[src/rtl/wait_state_ctrl.sv]
// Bus responder for cpu_6502: wait-state insertion, region steering
// and a held read-data mux for cpu_di.
//
// Ports:
//   clk, reset      - single clock, synchronous active-high reset
//   ab, cpu_do,
//   cpu_we          - CPU access request (held while rdy=0)
//   cpu_di, rdy     - read data and ready back to the CPU
//   mem_*           - synchronous backing memory (single-cycle strobes)
//   io_*            - external I/O port with ready handshake
//   bus_err         - sticky flag, set when an I/O access times out
module wait_state_ctrl #(
  parameter logic [15:0] SLOW_BASE    = 16'hC000,
  parameter logic [15:0] SLOW_MASK    = 16'hC000,
  parameter int unsigned SLOW_WAITS   = 2,
  parameter logic [15:0] IO_BASE      = 16'hBF00,
  parameter logic [15:0] IO_MASK      = 16'hFF00,
  parameter int unsigned IO_MIN_WAITS = 1,
  parameter int unsigned IO_TIMEOUT   = 64
) (
  input  logic        clk,
  input  logic        reset,
  input  logic [15:0] ab,
  input  logic [7:0]  cpu_do,
  input  logic        cpu_we,
  output logic [7:0]  cpu_di,
  output logic        rdy,
  output logic [15:0] mem_addr,
  output logic [7:0]  mem_wdata,
  output logic        mem_re,
  output logic        mem_we,
  input  logic [7:0]  mem_rdata,
  output logic [7:0]  io_addr,
  output logic [7:0]  io_wdata,
  output logic        io_sel,
  output logic        io_re,
  output logic        io_we,
  input  logic        io_ready,
  input  logic [7:0]  io_rdata,
  output logic        bus_err
);

  localparam logic [1:0] S_IDLE = 2'd0;
  localparam logic [1:0] S_SLOW = 2'd1;
  localparam logic [1:0] S_IO   = 2'd2;

  localparam logic [7:0] SW_M1   = 8'(SLOW_WAITS - 1);
  localparam logic [7:0] IO_MIN  = 8'(IO_MIN_WAITS);
  localparam logic [7:0] IO_TO   = 8'(IO_TIMEOUT);
  localparam logic       SLOW_EN = (SLOW_WAITS != 0);
  localparam logic       IO_ZERO = (IO_MIN_WAITS == 0);

  logic [1:0] state_q, state_d;
  logic [7:0] cnt_q, cnt_d;
  logic [7:0] data_q, data_d;
  logic       src_mem_q, src_mem_d;
  logic       err_q, err_d;

  logic io_hit, slow_hit;
  logic rdy_c, io_sel_c;
  logic mem_done, io_hs, io_to;

  assign io_hit   = (ab & IO_MASK) == IO_BASE;
  assign slow_hit = SLOW_EN && ((ab & SLOW_MASK) == SLOW_BASE);

  always_comb begin
    state_d  = state_q;
    cnt_d    = cnt_q;
    rdy_c    = 1'b1;
    io_sel_c = 1'b0;
    mem_done = 1'b0;
    io_hs    = 1'b0;
    io_to    = 1'b0;
    case (state_q)
      S_IDLE: begin
        if (io_hit) begin
          io_sel_c = 1'b1;
          if (IO_ZERO && io_ready) begin
            io_hs = 1'b1;
          end else begin
            rdy_c   = 1'b0;
            cnt_d   = 8'd1;
            state_d = S_IO;
          end
        end else if (slow_hit) begin
          rdy_c   = 1'b0;
          cnt_d   = SW_M1;
          state_d = S_SLOW;
        end else begin
          mem_done = 1'b1;
        end
      end
      S_SLOW: begin
        if (cnt_q == 8'd0) begin
          mem_done = 1'b1;
          state_d  = S_IDLE;
        end else begin
          rdy_c = 1'b0;
          cnt_d = cnt_q - 8'd1;
        end
      end
      S_IO: begin
        io_sel_c = 1'b1;
        // a late handshake wins over the timeout in the same cycle
        if ((cnt_q >= IO_MIN) && io_ready) begin
          io_hs   = 1'b1;
          cnt_d   = 8'd0;
          state_d = S_IDLE;
        end else if (cnt_q == IO_TO) begin
          io_to   = 1'b1;
          cnt_d   = 8'd0;
          state_d = S_IDLE;
        end else begin
          rdy_c = 1'b0;
          cnt_d = cnt_q + 8'd1;
        end
      end
      default: begin
        cnt_d   = 8'd0;
        state_d = S_IDLE;
      end
    endcase
  end

  // read completions pick the cpu_di source; writes leave it alone
  always_comb begin
    data_d    = data_q;
    src_mem_d = src_mem_q;
    err_d     = err_q;
    if (mem_done && !cpu_we) begin
      src_mem_d = 1'b1;
    end
    if (io_hs && !cpu_we) begin
      data_d    = io_rdata;
      src_mem_d = 1'b0;
    end
    if (io_to) begin
      err_d = 1'b1;
      if (!cpu_we) begin
        data_d    = 8'hFF;
        src_mem_d = 1'b0;
      end
    end
  end

  always_ff @(posedge clk) begin
    if (reset) begin
      state_q   <= S_IDLE;
      cnt_q     <= 8'd0;
      data_q    <= 8'h00;
      src_mem_q <= 1'b0;
      err_q     <= 1'b0;
    end else begin
      state_q   <= state_d;
      cnt_q     <= cnt_d;
      data_q    <= data_d;
      src_mem_q <= src_mem_d;
      err_q     <= err_d;
    end
  end

  // memory holds mem_rdata between mem_re pulses, so it can be
  // muxed straight through after a memory read completes
  assign cpu_di    = src_mem_q ? mem_rdata : data_q;
  assign rdy       = reset | rdy_c;
  assign mem_addr  = ab;
  assign mem_wdata = cpu_do;
  assign mem_re    = !reset && mem_done && !cpu_we;
  assign mem_we    = !reset && mem_done && cpu_we;
  assign io_addr   = ab[7:0];
  assign io_wdata  = cpu_do;
  assign io_sel    = !reset && io_sel_c;
  assign io_re     = !reset && io_hs && !cpu_we;
  assign io_we     = !reset && io_hs && cpu_we;
  assign bus_err   = err_q;

endmodule

[config.mk]
export PLATFORM = sky130hd
export DESIGN_NAME = wait_state_ctrl
export DESIGN_NICKNAME = d
export VERILOG_FILES = /design/src/rtl/wait_state_ctrl.sv
export SDC_FILE = /design/constraint.sdc
export NUM_CORES = 1
export LEC_CHECK = 0
export BUFFER_PORTS_ARGS = -buffer_cell sky130_fd_sc_hd__buf_2
export CAP_MARGIN = 15
export CELL_PAD_IN_SITES_DETAIL_PLACEMENT = 1
export CELL_PAD_IN_SITES_GLOBAL_PLACEMENT = 1
export CORE_MARGIN = 10
export CORE_UTILIZATION = 25
export DETAILED_ROUTE_END_ITERATION = 10
export GPL_TIMING_DRIVEN = 1
export PLACE_DENSITY_LB_ADDON = 0.1
export SLEW_MARGIN = 20
export SYNTH_ARGS = -nofsm -noshare
export SYNTH_HDL_FRONTEND = slang
export SYNTH_SLANG_ARGS = --single-unit
[constraint.sdc]
create_clock -name clk -period 2.65 [get_ports clk]
set_input_delay 0.3975 -clock clk [delete_from_list [all_inputs] [get_ports clk]]
set_output_delay 0.3975 -clock clk [all_outputs]
set_load 0.05 [all_outputs]
Word level (Yosys, flattened, before mapping)
Index checks and enable logic that the tools add are counted.

storage, ports and cells
  flip-flop bits (word level) = 20
  output and inout bits = 55

cells by class
  $add $sub $neg = 2
  magnitude comparators = 1
  eq/ne operators = 9
  mux-type cells = 33
  bitwise gates (word level) = 1
  reductions and logical operators = 16

operators with widths
  cell                                                                                 number
  8-bit two-way mux                                                                    9
  8-bit case mux with 3 select lines                                                   1
  1-bit two-way mux                                                                    14
  1-bit logical AND                                                                    10
  2-bit two-way mux                                                                    5
  8-bit by 1-bit adder with 8-bit output, second input constant                        1
  8-bit by 7-bit equality test with 1-bit output, second input constant                1
  8-bit equality test, second input constant                                           1
  8-bit by 1-bit greater-or-equal comparator with 1-bit output, second input constant  1
  8-bit logical NOT                                                                    1
  8-bit by 1-bit subtractor with 8-bit output, second input constant                   1
  3-bit inequality test, second input constant                                         2
  2-bit case mux with 3 select lines                                                   1
  2-bit equality test, second input constant                                           2
  2-bit inequality test, second input constant                                         2
  1-bit case mux with 2 select lines                                                   2
  1-bit case mux with 3 select lines                                                   1
  3-bit AND reduction                                                                  1
  2-bit by 1-bit equality test with 1-bit output, second input constant                1
  1-bit logical NOT                                                                    2
  2-bit logical NOT                                                                    1
  2-bit AND reduction                                                                  1
  1-bit bitwise OR                                                                     1

Logic depth before layout (Yosys ltp)
  depth in word-level cells = 9
  gate-level depth with buffers = 8
  gate-level depth less buffers = 7

Least setup slack after synthesis
Ideal clock, no wire load.

  path type = reg-to-output
  start = reg cnt_q[0]
  end = out mem_re
  data arrival time = 2700 ps
  required time = 2253 ps
  slack = -448 ps
  cell stages (with the launch flop) = 7
  buffers on the path = 0
  cell sequence = dfxtp_1 inv_1 ha_1 or4b_1 o21ai_0 nand2_1 nor3_1

on the way
  longest elaborated chain between the ends = 5

RTL lines
  element                             RTL line  source
  start, declared                     54        logic [7:0] cnt_q, cnt_d;
  start signal, assigned              155       cnt_q <= cnt_d;
  8-bit logical NOT                   94        if (cnt_q == 8'd0) begin
  1-bit two-way mux                   94
  1-bit case mux with 2 select lines  74        case (state_q)
  1-bit logical AND (2 in a row)      168       assign mem_re = !reset && mem_done && !cpu_we;
  end, declared                       30        output logic mem_re,

Every way passes these cells.

Final worst setup path
  start = reg cnt_q[1]
  end = out io_re

on the way
  longest elaborated chain between the ends = 6

RTL lines
  element                                                       RTL line  source
  8-bit by 1-bit greater-or-equal comparator with 1-bit output  105       if ((cnt_q >= IO_MIN) && io_ready) begin
  1-bit logical AND                                             105
  1-bit two-way mux                                             105
  1-bit two-way mux                                             74
  1-bit logical AND (2 in a row)                                173       assign io_re = !reset && io_hs && !cpu_we;
  end, declared                                                 36        output logic io_re,

Every way passes these cells.

==> metrics.md <==
| Metric | Value |
|---|---|
| Remaining Overflow, GRT | `0` |
| Root buf cell | `clkbuf_8` |
| Area fraction of the dominant cell type after synthesis | `22.7%` |
| DR WL/cell | `17.0 µm` |
| Final #Nets | `285` |
| Setup violators final | `0` |
| Sequential share of the synthesized area | `22.7%` |
| Ant. Diodes | `0` |
| Max VDD drop | `0.166 mV` |
| CTS max path bufs | `2` |
| First-pass GRT wire length | `9.29 mm` |
| Synth area leader | `dfxtp_1` |
| CP required | `2250 ps` |
| Routed Antenna Nets | `0` |
| Std cell rows | `30` |
| Routed vias | `1568` |
| Average cell area after synthesis | `8.21 µm²` |
| Crit Path Max Fanout | `5` |
| CP Capture Type | `output pin` |
| Final HPWL DP | `4.53 mm` |
| Setup ws final | `171 ps` |
| Syn nets | `262` |
| Port Buf Inserts | `50` |
| GRT Util Overall | `10.3%` |
| Min Tclk post-route | `2480 ps` |
| Vias in the first global route | `1676` |
| Largest net degree at the start of global routing | `25` |
| Commonest cells in the netlist | `41 x buf_4, 20 x dfxtp_1, 17 x nor2_1` |
| Antenna violations before repair | `0` |
| P per Cell Area | `479 mW/mm²` |
| Top post-synthesis cells by area | `dfxtp_1 23%, buf_4 17%, mux2_2 5.1%` |
| DRC errors left | `0` |
| Clk pin slew, worst setup/hold paths | `90 ps` |
| WS Path Type | `register to output pin` |
| Max-Cap Viols | `0` |
| Core box area | `0.00683 mm²` |
| CTS tree | `yes` |
| # fillers | `853` |
| Die Height | `104 µm` |
| Fmax | `403 MHz` |
| EDFF count, synth | `0` |
| Area of the multi-input gates | `1000 µm²` |
| Most used flip-flop cell after synthesis | `dfxtp_1` |
| Placer Congestion | `0.765` |
| Die area | `0.0108 mm²` |
| Synth-to-layout area growth | `15.2%` |
| Layout Skew | `7.47 ps` |
| Worst slew pin tran | `548 ps` |
| Post-Syn Area | `0.00176 mm²` |
| CP arrival | `2080 ps` |
| Synth Instances | `215` |
| Register Area | `400 µm²` |
| Count leader, synth | `buf_4` |
| CTS buffer count | `3` |
| Post-synth ARST share | `0%` |
| Initial core utilization | `25.8%` |
| Share of layout cells above drive strength 1 | `41.8%` |
| Routed WL | `5.67 mm` |
| DR vias/cell | `4.71` |
| Slew HR | `63.4%` |
| Iter 0 DRT Violations | `39` |
| Yosys cell types | `52` |
| R2R Setup Slk | `490 ps` |
| Setup crit start kind | `register` |
| Final Core Density | `29.8%` |
| Synth Warn # | `0` |
| IO Pins | `99` |
| Hold WC Path Type | `primary input to register` |
| Status | `finished, final reports clean` |
| Total leakage power | `0.000869 µW` |
| Pre-antenna DRT Iters | `4` |
| Final Hold Viols | `0` |
| Slew Limit Fails | `0` |
| H-tree depth | `1` |
| Register bit total from synthesis | `20` |
| CTS sink cnt | `20` |
| RSZ-0062 raised after global routing | `no` |
| Die X | `104 µm` |
| Period utilization | `93.6%` |
| Worst skew pair latency | `270 ps` |
| Place WS | `235 ps` |
cell families after synthesis:
logic type	share of synthesized area [%]
compound gates	21.7
flops	22.7
buf+inv	22.9
xor+xnor	1.49
fa+ha+maj	2.13
simple gates	19.4
mux	9.65
area by class of cell:
type                    instances  area share, %
multi-input cells             135           49.2
repair buffers                 71           20.4
flip-flops and latches         20           19.7
well taps                      96           5.91
clock buffers                   3           2.03
clock inverters                 1           1.48
inverters                       7           1.29
registers in the layout (all words and copies together) (netlist names), named ones only:
signal and count:
state_q 2, data_q 7, bus_err 1, cnt_q 8, src_mem_q 1
per-stage QoR:
| step | area (µm²) | TNS [ps] | power (µW) | hold slack, ps | std cells |
|---|---|---|---|---|---|
| finish | 2030 | 0 | 973 | 408 | 333 |
| global route | 2030 | 0 | 1030 | 429 | 333 |
| CTS | 2020 | 0 | 981 | 403 | 333 |
| detailed placement | 1940 | 0 | 650 | 469 | 329 |
| global placement | 1940 | 0 | 651 | 450 | 329 |
| floorplan | 1790 | -69.1 | 676 | 501 | 215 |
timing repair:
action,in CTS,in global routing
hold buffers,0,0
setup buffers,0,0
setup endpoints to repair,2,5
hold endpoints to repair,0,0
resized for setup,3,6
report_power, final:
part,internal [µW],switching (µW)
clock,202,120
combinational,126,203
sequential,309,12.5
worst paths after layout:
path,startpoint,end,depth (start not counted)
worst max-delay path,cnt_q[1],io_re,7
worst min-delay path,io_rdata[2],data_q[2],3
worst max register to register,cnt_q[1],data_q[3],8
worst min register to register,bus_err,bus_err,2
routing by layer:
layer / GRT usage [%] / part of all wire [%] / wire, µm / up-vias
li1: - / - / - / 785
met1: 13.4 / 49 / 2780 / 743
met2: 16.5 / 46 / 2610 / 38
met3: 2.66 / 4.7 / 266 / 2
met4: 2.68 / 0.30 / 17 / 0
met5: 0 / 0 / 0 / -
cell usage in the layout (no fill, tap or decap), types with 7 or more instances in the layout:
cell	count
buf_4	23
buf_2	47
o21ai_0	11
mux2i_1	8
inv_1	7
mux2_2	8
nor3_1	7
dfxtp_1	20
nor2_1	16
worst max-delay path, cell delays in order (launching register included):
cell,delay [ps]
dfxtp_1,320
inv_1,120
ha_1,180
or4b_4,510
o31ai_2,240
or3_1,180
nor2_2,30
buf_2,230
No activity file was read; power rests on OpenSTA's default activity.
